$ cat config.mk
export PLATFORM = sky130hd
export DESIGN_NAME = imm_decode_ctrl_flat
export DESIGN_NICKNAME = d
export VERILOG_FILES = /design/src/rtl/imm_decode_ctrl_if.sv /design/src/rtl/imm_decode_ctrl.sv /design/src/flat_wrapper.sv
export SDC_FILE = /design/constraint.sdc
export NUM_CORES = 1
export LEC_CHECK = 0
export BUFFER_PORTS_ARGS = -buffer_cell sky130_fd_sc_hd__buf_2
export CORE_ASPECT_RATIO = 0.9
export CORE_MARGIN = 2
export CORE_UTILIZATION = 49
export CTS_BUF_LIST = sky130_fd_sc_hd__clkbuf_8
export DETAILED_ROUTE_END_ITERATION = 10
export PLACE_DENSITY = 0.91
export SLEW_MARGIN = 0
export SYNTH_ARGS = -nofsm -noshare
export SYNTH_HDL_FRONTEND = slang
export SYNTH_SLANG_ARGS = --single-unit
$ cat constraint.sdc
create_clock -name clk -period 4.15 [get_ports clk]
set_clock_uncertainty 0.05 [all_clocks]
set_input_delay 0.2075 -clock clk [delete_from_list [all_inputs] [get_ports clk]]
set_output_delay 0.2075 -clock clk [all_outputs]
set_load 0.01 [all_outputs]
$ cat src/rtl/imm_decode_ctrl_if.sv
// Handshake and decoded-slot bundle between fetch, the immediate-decode
// control stage and execute.
interface imm_decode_ctrl_if #(
  parameter int CNT_W = 16
);
  logic             in_valid;
  logic [31:0]      in_instr;
  logic             in_ready;
  logic             out_ready;
  logic             flush;
  logic             ex_memread;
  logic [4:0]       ex_rd;
  logic             out_valid;
  logic [5:0]       out_extop;
  logic [4:0]       out_iimm_shamt;
  logic [11:0]      out_iimm;
  logic [11:0]      out_simm;
  logic [11:0]      out_bimm;
  logic [19:0]      out_uimm;
  logic [19:0]      out_jimm;
  logic [4:0]       out_rs1;
  logic [4:0]       out_rs2;
  logic [4:0]       out_rd;
  logic             out_illegal;
  logic [CNT_W-1:0] stall_cnt;

  modport master (
    output in_valid, in_instr, out_ready, flush, ex_memread, ex_rd,
    input  in_ready, out_valid, out_extop, out_iimm_shamt, out_iimm,
           out_simm, out_bimm, out_uimm, out_jimm, out_rs1, out_rs2,
           out_rd, out_illegal, stall_cnt
  );

  modport slave (
    input  in_valid, in_instr, out_ready, flush, ex_memread, ex_rd,
    output in_ready, out_valid, out_extop, out_iimm_shamt, out_iimm,
           out_simm, out_bimm, out_uimm, out_jimm, out_rs1, out_rs2,
           out_rd, out_illegal, stall_cnt
  );
endinterface

$ cat src/rtl/imm_decode_ctrl.sv
// Single-register decode stage: classifies RV32I words into EXT immediate
// selects, slices fields, and inserts bubbles on load-use hazards.
module imm_decode_ctrl #(
  parameter int         CNT_W        = 16,
  parameter logic [5:0] BUBBLE_EXTOP = 6'b000000
) (
  input logic              clk,
  input logic              rst,
  imm_decode_ctrl_if.slave bus
);

  localparam logic [6:0] OP_IMM    = 7'b0010011;
  localparam logic [6:0] OP_LOAD   = 7'b0000011;
  localparam logic [6:0] OP_JALR   = 7'b1100111;
  localparam logic [6:0] OP_STORE  = 7'b0100011;
  localparam logic [6:0] OP_BRANCH = 7'b1100011;
  localparam logic [6:0] OP_LUI    = 7'b0110111;
  localparam logic [6:0] OP_AUIPC  = 7'b0010111;
  localparam logic [6:0] OP_JAL    = 7'b1101111;
  localparam logic [6:0] OP_REG    = 7'b0110011;

  localparam logic [5:0] EXT_SHAMT = 6'b100000;
  localparam logic [5:0] EXT_ITYPE = 6'b010000;
  localparam logic [5:0] EXT_STYPE = 6'b001000;
  localparam logic [5:0] EXT_BTYPE = 6'b000100;
  localparam logic [5:0] EXT_UTYPE = 6'b000010;
  localparam logic [5:0] EXT_JTYPE = 6'b000001;

  logic [6:0]       opcode;
  logic [2:0]       funct3;
  logic [4:0]       instrRs1;
  logic [4:0]       instrRs2;
  logic [4:0]       instrRd;
  logic [5:0]       decExtop;
  logic             decIllegal;
  logic             usesRs1;
  logic             usesRs2;
  logic             hazard;
  logic             slotFree;

  logic             outValid_q,   outValid_d;
  logic [5:0]       outExtop_q,   outExtop_d;
  logic             outIllegal_q, outIllegal_d;
  logic [4:0]       shamt_q,      shamt_d;
  logic [11:0]      iImm_q,       iImm_d;
  logic [11:0]      sImm_q,       sImm_d;
  logic [11:0]      bImm_q,       bImm_d;
  logic [19:0]      uImm_q,       uImm_d;
  logic [19:0]      jImm_q,       jImm_d;
  logic [4:0]       rs1_q,        rs1_d;
  logic [4:0]       rs2_q,        rs2_d;
  logic [4:0]       rd_q,         rd_d;
  logic [CNT_W-1:0] stallCnt_q,   stallCnt_d;
  logic [CNT_W-1:0] stallCntSat;

  assign opcode   = bus.in_instr[6:0];
  assign funct3   = bus.in_instr[14:12];
  assign instrRs1 = bus.in_instr[19:15];
  assign instrRs2 = bus.in_instr[24:20];
  assign instrRd  = bus.in_instr[11:7];

  // Unrecognised opcodes count as reading rs1 so a stall is never missed.
  always_comb begin
    decExtop   = BUBBLE_EXTOP;
    decIllegal = 1'b0;
    usesRs1    = 1'b1;
    usesRs2    = 1'b0;
    case (opcode)
      OP_IMM:    decExtop = (funct3 == 3'b001 || funct3 == 3'b101) ? EXT_SHAMT : EXT_ITYPE;
      OP_LOAD,
      OP_JALR:   decExtop = EXT_ITYPE;
      OP_STORE: begin
        decExtop = EXT_STYPE;
        usesRs2  = 1'b1;
      end
      OP_BRANCH: begin
        decExtop = EXT_BTYPE;
        usesRs2  = 1'b1;
      end
      OP_LUI,
      OP_AUIPC: begin
        decExtop = EXT_UTYPE;
        usesRs1  = 1'b0;
      end
      OP_JAL: begin
        decExtop = EXT_JTYPE;
        usesRs1  = 1'b0;
      end
      OP_REG:    usesRs2 = 1'b1;
      default:   decIllegal = 1'b1;
    endcase
  end

  always_comb begin
    hazard = bus.ex_memread && (bus.ex_rd != 5'd0) && bus.in_valid &&
             ((usesRs1 && bus.ex_rd == instrRs1) || (usesRs2 && bus.ex_rd == instrRs2));
    slotFree    = !outValid_q || bus.out_ready;
    stallCntSat = (&stallCnt_q) ? stallCnt_q : stallCnt_q + CNT_W'(1);
  end

  assign bus.in_ready = bus.flush || (slotFree && !hazard);

  // Priority: flush, then load-use stall, then accept, then drain.
  always_comb begin
    outValid_d   = outValid_q;
    outExtop_d   = outExtop_q;
    outIllegal_d = outIllegal_q;
    shamt_d      = shamt_q;
    iImm_d       = iImm_q;
    sImm_d       = sImm_q;
    bImm_d       = bImm_q;
    uImm_d       = uImm_q;
    jImm_d       = jImm_q;
    rs1_d        = rs1_q;
    rs2_d        = rs2_q;
    rd_d         = rd_q;
    stallCnt_d   = stallCnt_q;
    if (bus.flush) begin
      outValid_d   = 1'b0;
      outIllegal_d = 1'b0;
    end else if (hazard) begin
      stallCnt_d = stallCntSat;
      if (slotFree) begin
        outValid_d   = 1'b0;
        outExtop_d   = BUBBLE_EXTOP;
        outIllegal_d = 1'b0;
      end
    end else if (bus.in_valid && slotFree) begin
      outValid_d   = 1'b1;
      outExtop_d   = decExtop;
      outIllegal_d = decIllegal;
      shamt_d      = bus.in_instr[24:20];
      iImm_d       = bus.in_instr[31:20];
      sImm_d       = {bus.in_instr[31:25], bus.in_instr[11:7]};
      bImm_d       = {bus.in_instr[31], bus.in_instr[7], bus.in_instr[30:25], bus.in_instr[11:8]};
      uImm_d       = bus.in_instr[31:12];
      jImm_d       = {bus.in_instr[31], bus.in_instr[19:12], bus.in_instr[20], bus.in_instr[30:21]};
      rs1_d        = instrRs1;
      rs2_d        = instrRs2;
      rd_d         = instrRd;
    end else if (bus.out_ready) begin
      outValid_d = 1'b0;
    end
  end

  always_ff @(posedge clk or posedge rst) begin
    if (rst) begin
      outValid_q   <= 1'b0;
      outExtop_q   <= BUBBLE_EXTOP;
      outIllegal_q <= 1'b0;
      shamt_q      <= '0;
      iImm_q       <= '0;
      sImm_q       <= '0;
      bImm_q       <= '0;
      uImm_q       <= '0;
      jImm_q       <= '0;
      rs1_q        <= '0;
      rs2_q        <= '0;
      rd_q         <= '0;
      stallCnt_q   <= '0;
    end else begin
      outValid_q   <= outValid_d;
      outExtop_q   <= outExtop_d;
      outIllegal_q <= outIllegal_d;
      shamt_q      <= shamt_d;
      iImm_q       <= iImm_d;
      sImm_q       <= sImm_d;
      bImm_q       <= bImm_d;
      uImm_q       <= uImm_d;
      jImm_q       <= jImm_d;
      rs1_q        <= rs1_d;
      rs2_q        <= rs2_d;
      rd_q         <= rd_d;
      stallCnt_q   <= stallCnt_d;
    end
  end

  assign bus.out_valid      = outValid_q;
  assign bus.out_extop      = outExtop_q;
  assign bus.out_illegal    = outIllegal_q;
  assign bus.out_iimm_shamt = shamt_q;
  assign bus.out_iimm       = iImm_q;
  assign bus.out_simm       = sImm_q;
  assign bus.out_bimm       = bImm_q;
  assign bus.out_uimm       = uImm_q;
  assign bus.out_jimm       = jImm_q;
  assign bus.out_rs1        = rs1_q;
  assign bus.out_rs2        = rs2_q;
  assign bus.out_rd         = rd_q;
  assign bus.stall_cnt      = stallCnt_q;

endmodule

$ cat src/flat_wrapper.sv
// flat-port wrapper written by rule: the top's interface ports become plain ports
module imm_decode_ctrl_flat 
#(
  parameter int         CNT_W        = 16,
  parameter logic [5:0] BUBBLE_EXTOP = 6'b000000
)
  (clk, rst, bus_in_valid, bus_in_instr, bus_out_ready, bus_flush, bus_ex_memread, bus_ex_rd, bus_in_ready, bus_out_valid, bus_out_extop, bus_out_iimm_shamt, bus_out_iimm, bus_out_simm, bus_out_bimm, bus_out_uimm, bus_out_jimm, bus_out_rs1, bus_out_rs2, bus_out_rd, bus_out_illegal, bus_stall_cnt);
  imm_decode_ctrl_if #(.CNT_W(CNT_W)) bus_i ();
  input logic clk;
  input logic rst;
  input wire logic [$bits(bus_i.in_valid)-1:0] bus_in_valid;
  input wire logic [$bits(bus_i.in_instr)-1:0] bus_in_instr;
  input wire logic [$bits(bus_i.out_ready)-1:0] bus_out_ready;
  input wire logic [$bits(bus_i.flush)-1:0] bus_flush;
  input wire logic [$bits(bus_i.ex_memread)-1:0] bus_ex_memread;
  input wire logic [$bits(bus_i.ex_rd)-1:0] bus_ex_rd;
  output wire logic [$bits(bus_i.in_ready)-1:0] bus_in_ready;
  output wire logic [$bits(bus_i.out_valid)-1:0] bus_out_valid;
  output wire logic [$bits(bus_i.out_extop)-1:0] bus_out_extop;
  output wire logic [$bits(bus_i.out_iimm_shamt)-1:0] bus_out_iimm_shamt;
  output wire logic [$bits(bus_i.out_iimm)-1:0] bus_out_iimm;
  output wire logic [$bits(bus_i.out_simm)-1:0] bus_out_simm;
  output wire logic [$bits(bus_i.out_bimm)-1:0] bus_out_bimm;
  output wire logic [$bits(bus_i.out_uimm)-1:0] bus_out_uimm;
  output wire logic [$bits(bus_i.out_jimm)-1:0] bus_out_jimm;
  output wire logic [$bits(bus_i.out_rs1)-1:0] bus_out_rs1;
  output wire logic [$bits(bus_i.out_rs2)-1:0] bus_out_rs2;
  output wire logic [$bits(bus_i.out_rd)-1:0] bus_out_rd;
  output wire logic [$bits(bus_i.out_illegal)-1:0] bus_out_illegal;
  output wire logic [$bits(bus_i.stall_cnt)-1:0] bus_stall_cnt;
  assign bus_i.in_valid = bus_in_valid;
  assign bus_i.in_instr = bus_in_instr;
  assign bus_i.out_ready = bus_out_ready;
  assign bus_i.flush = bus_flush;
  assign bus_i.ex_memread = bus_ex_memread;
  assign bus_i.ex_rd = bus_ex_rd;
  assign bus_in_ready = bus_i.in_ready;
  assign bus_out_valid = bus_i.out_valid;
  assign bus_out_extop = bus_i.out_extop;
  assign bus_out_iimm_shamt = bus_i.out_iimm_shamt;
  assign bus_out_iimm = bus_i.out_iimm;
  assign bus_out_simm = bus_i.out_simm;
  assign bus_out_bimm = bus_i.out_bimm;
  assign bus_out_uimm = bus_i.out_uimm;
  assign bus_out_jimm = bus_i.out_jimm;
  assign bus_out_rs1 = bus_i.out_rs1;
  assign bus_out_rs2 = bus_i.out_rs2;
  assign bus_out_rd = bus_i.out_rd;
  assign bus_out_illegal = bus_i.out_illegal;
  assign bus_stall_cnt = bus_i.stall_cnt;
  imm_decode_ctrl #(.CNT_W(CNT_W), .BUBBLE_EXTOP(BUBBLE_EXTOP)) u_core (.clk(clk), .rst(rst), .bus(bus_i));
endmodule
==> flow_metrics.env <==
export IMPL_worst_setup_path_start_kind="register"
export IMPL_tightestPinTransition_ps=1030
export IMPL_outcome="finished, final reports clean"
export IMPL_fin_setup_tns_ps=0
export IMPL_setup_violations=0
export IMPL_post_route_util_pct=58.1
export IMPL_yosys_top_cells_area="dfrtp_1, buf_4, mux2_2, xnor2_1, nand3_1"
export IMPL_place_congestion=0.876
export IMPL_period_share_pct=51.6
export IMPL_drt_initial_drc_count=86
export IMPL_gr_usage_met3_pct=3.66
export IMPL_maxCapViolations=0
export IMPL_antenna_cells=0
export IMPL_ant_nets=0
export IMPL_critPathArrivalTime_ps=2290
export IMPL_cts_tree="built"
export IMPL_max_freq_mhz=467
export IMPL_pwr_share_comb_pct=31.3
export IMPL_synth_fp_nets=316
export IMPL_crit_type="reg -> reg"
export IMPL_grt_pass1_wl_mm=9.96
export IMPL_numPortBuffers=163
export IMPL_postLayoutCellArea_sq_um=3320
export IMPL_intPower_mw=0.823
export IMPL_nFillCells=507
export IMPL_rows=26
export IMPL_cts_buffers=5
export IMPL_grt_pass1_vias=2108
export IMPL_yosysMostFrequentCell="buf_4"
export IMPL_cts_resized=0
export IMPL_cp_max_fo=12
export IMPL_leakage_nw=1.73
export IMPL_period_needed_ps=2140
export IMPL_register_area_sq_um=1230
export IMPL_grt_use_met2_pct=33.8
export IMPL_async_reset_ff_share_pct=100
export IMPL_antenna_found_initial=0
export IMPL_drive_above_1_share_pct=56.7
export IMPL_dpl_cell_area_sq_um=3240
export IMPL_grt_usage_pct=18.8
export IMPL_cts_clk_slew_worst_paths_ps=90
export IMPL_ys_top_cells_by_count="buf_4, dfrtp_1, mux2_2"
export IMPL_cts_sinks=49
export IMPL_rsz0062_at_grt="false"
export IMPL_switchingPower_mw=0.420
export IMPL_synth_top_area_share_pct=42.1
export IMPL_synth_cell_types=41
export IMPL_clk_latency_ps=300
export IMPL_core_area_sq_um=5730
export IMPL_die_area_sq_um=6580
export IMPL_synth_largest_area_cell="dfrtp_1"
export IMPL_holdBufCountCts=0
export IMPL_synth_flop_cell="dfrtp_1"
export IMPL_synth_seq_cells=49
export IMPL_die_w_um=85.3
export IMPL_syn_area_sq_um=2920
export IMPL_vias=2211
export IMPL_dr_pass1_iters=4
export IMPL_initial_utilization_pct=50.9
export IMPL_wl_per_cell_um=14.4
export IMPL_postSynthAreaPerCell_sq_um=10.7
export IMPL_ios=164
export IMPL_synthCells=272
export IMPL_hpwl_mm=4.74
export IMPL_multi_input_area_sq_um=1090
export IMPL_grtUsageMet1_pct=22.3
export IMPL_via_per_inst=5.11
export IMPL_die_height_um=77.2
export IMPL_fin_nets=407
export IMPL_grt_max_degree=50
export IMPL_drcViolationCount=0
export IMPL_ys_seq_area_share_pct=42.1
export IMPL_p_clk_share_pct=22.4
export IMPL_grt_busiest_layer="met2"
export IMPL_cts_buffer_depth=2
export IMPL_end_kind="register"
export IMPL_grt_overflow=0
export IMPL_yosys_warnings=0
export IMPL_required_ps=4300
export IMPL_seqPwrFrac_pct=46.3
export IMPL_report_final_slew_viol_count=0
export IMPL_hold_viol_final=0
export IMPL_cts_max_level=2
export IMPL_swShare_pct=33.8
export IMPL_post_cts_buffers=0
export IMPL_synth_edff_count=0
export IMPL_slew_headroom_pct=31.5
export IMPL_hold_path_class="in -> reg"
export IMPL_cts_root_buf="clkbuf_8"
export IMPL_routed_wl_mm=6.22
export IMPL_peakVddDrop_v=0.000217
export IMPL_area_growth_pct=14.0
export IMPL_powerDensity_nw_per_um2=374
-- layer usage --
layer,vias to the layer above,routed length (um)
li1,1048,-
met1,1046,2420
met2,104,3220
met3,13,453
met4,0,116
met5,-,0
-- worst max-delay path, cell delays in order, from the launching register on --
cell and delay, ps:
dfrtp_1 440, and4_1 290, nand4_1 140, nor3_1 330, nor2_1 260, nand2_1 180
mux2_2 340
-- per-stage QoR --
step	instances	setup slack [ps]	power (mW)	hold WS, ps
CTS	433	2000	1.26	73.1
global route	433	1770	1.32	72.4
global placement	426	1810	0.971	391
finish	433	2010	1.24	77.5
detailed placement	426	1750	0.980	394
floorplan	272	2210	0.940	221
-- logic make-up after synthesis --
family	synth area share (%)
adder cells (fa/ha/maj)	0.429
flip-flops	42.1
AND/OR/NAND/NOR	15.5
AO/OA/AOI/OAI	4.03
XOR/XNOR	7.51
buffers and inverters	20.4
multiplexers	10.0
-- cell usage in the layout (no fill, tap or decap), drive strengths merged, types with 4 or more instances in the layout --
cell type and instances:
buf 163, dfrtp 49, inv 4, and3 9, mux2 26, xor2 5, nand3 12, nor3 4
xnor2 20, nand2 16, clkbuf 5, nor2 6, nand4 8
-- state kept, by name, indices dropped and copies added, names as in the netlist --
signal                  flops
u_core.bus.out_bimm         1
u_core.bus.out_extop        6
u_core.bus.out_iimm         1
u_core.bus.out_illegal      1
u_core.bus.out_jimm        15
u_core.bus.out_rd           4
u_core.bus.out_rs1          4
u_core.bus.out_valid        1
u_core.bus.stall_cnt       16
-- layout make-up --
cell class,instances,share of cell area [%]
flip-flops and latches,49,36.9
multi-input cells,140,32.9
repair buffers,163,24.5
well taps,70,2.63
clock buffers,5,2.07
clock inverters,2,0.489
inverters,4,0.452
-- path summary, 6_finish.rpt --
kind,start,endpoint,slack [ps],depth (start not counted)
max in group asynchronous,rst,u_core.bus.stall_cnt[8],3330,2
worst max register to register,u_core.bus.stall_cnt[6],u_core.bus.stall_cnt[1],2010,6
worst min-delay path,bus_in_instr[28],u_core.bus.out_jimm[7],80,2
min in group asynchronous,rst,u_core.bus.stall_cnt[9],100,2
worst min register to register,u_core.bus.out_extop[4],u_core.bus.out_extop[4],440,2
worst max-delay path,u_core.bus.stall_cnt[6],u_core.bus.stall_cnt[1],2010,6
-- power groups by stage --
stage	Sequential, mW	Clock [mW]	Combinational [mW]
finish	0.576	0.279	0.389
global route	0.589	0.311	0.419
CTS	0.578	0.291	0.394
detailed placement	0.587	0	0.393
global placement	0.584	0	0.387
floorplan	0.609	0	0.331
Power figures use the tool's default switching activity.
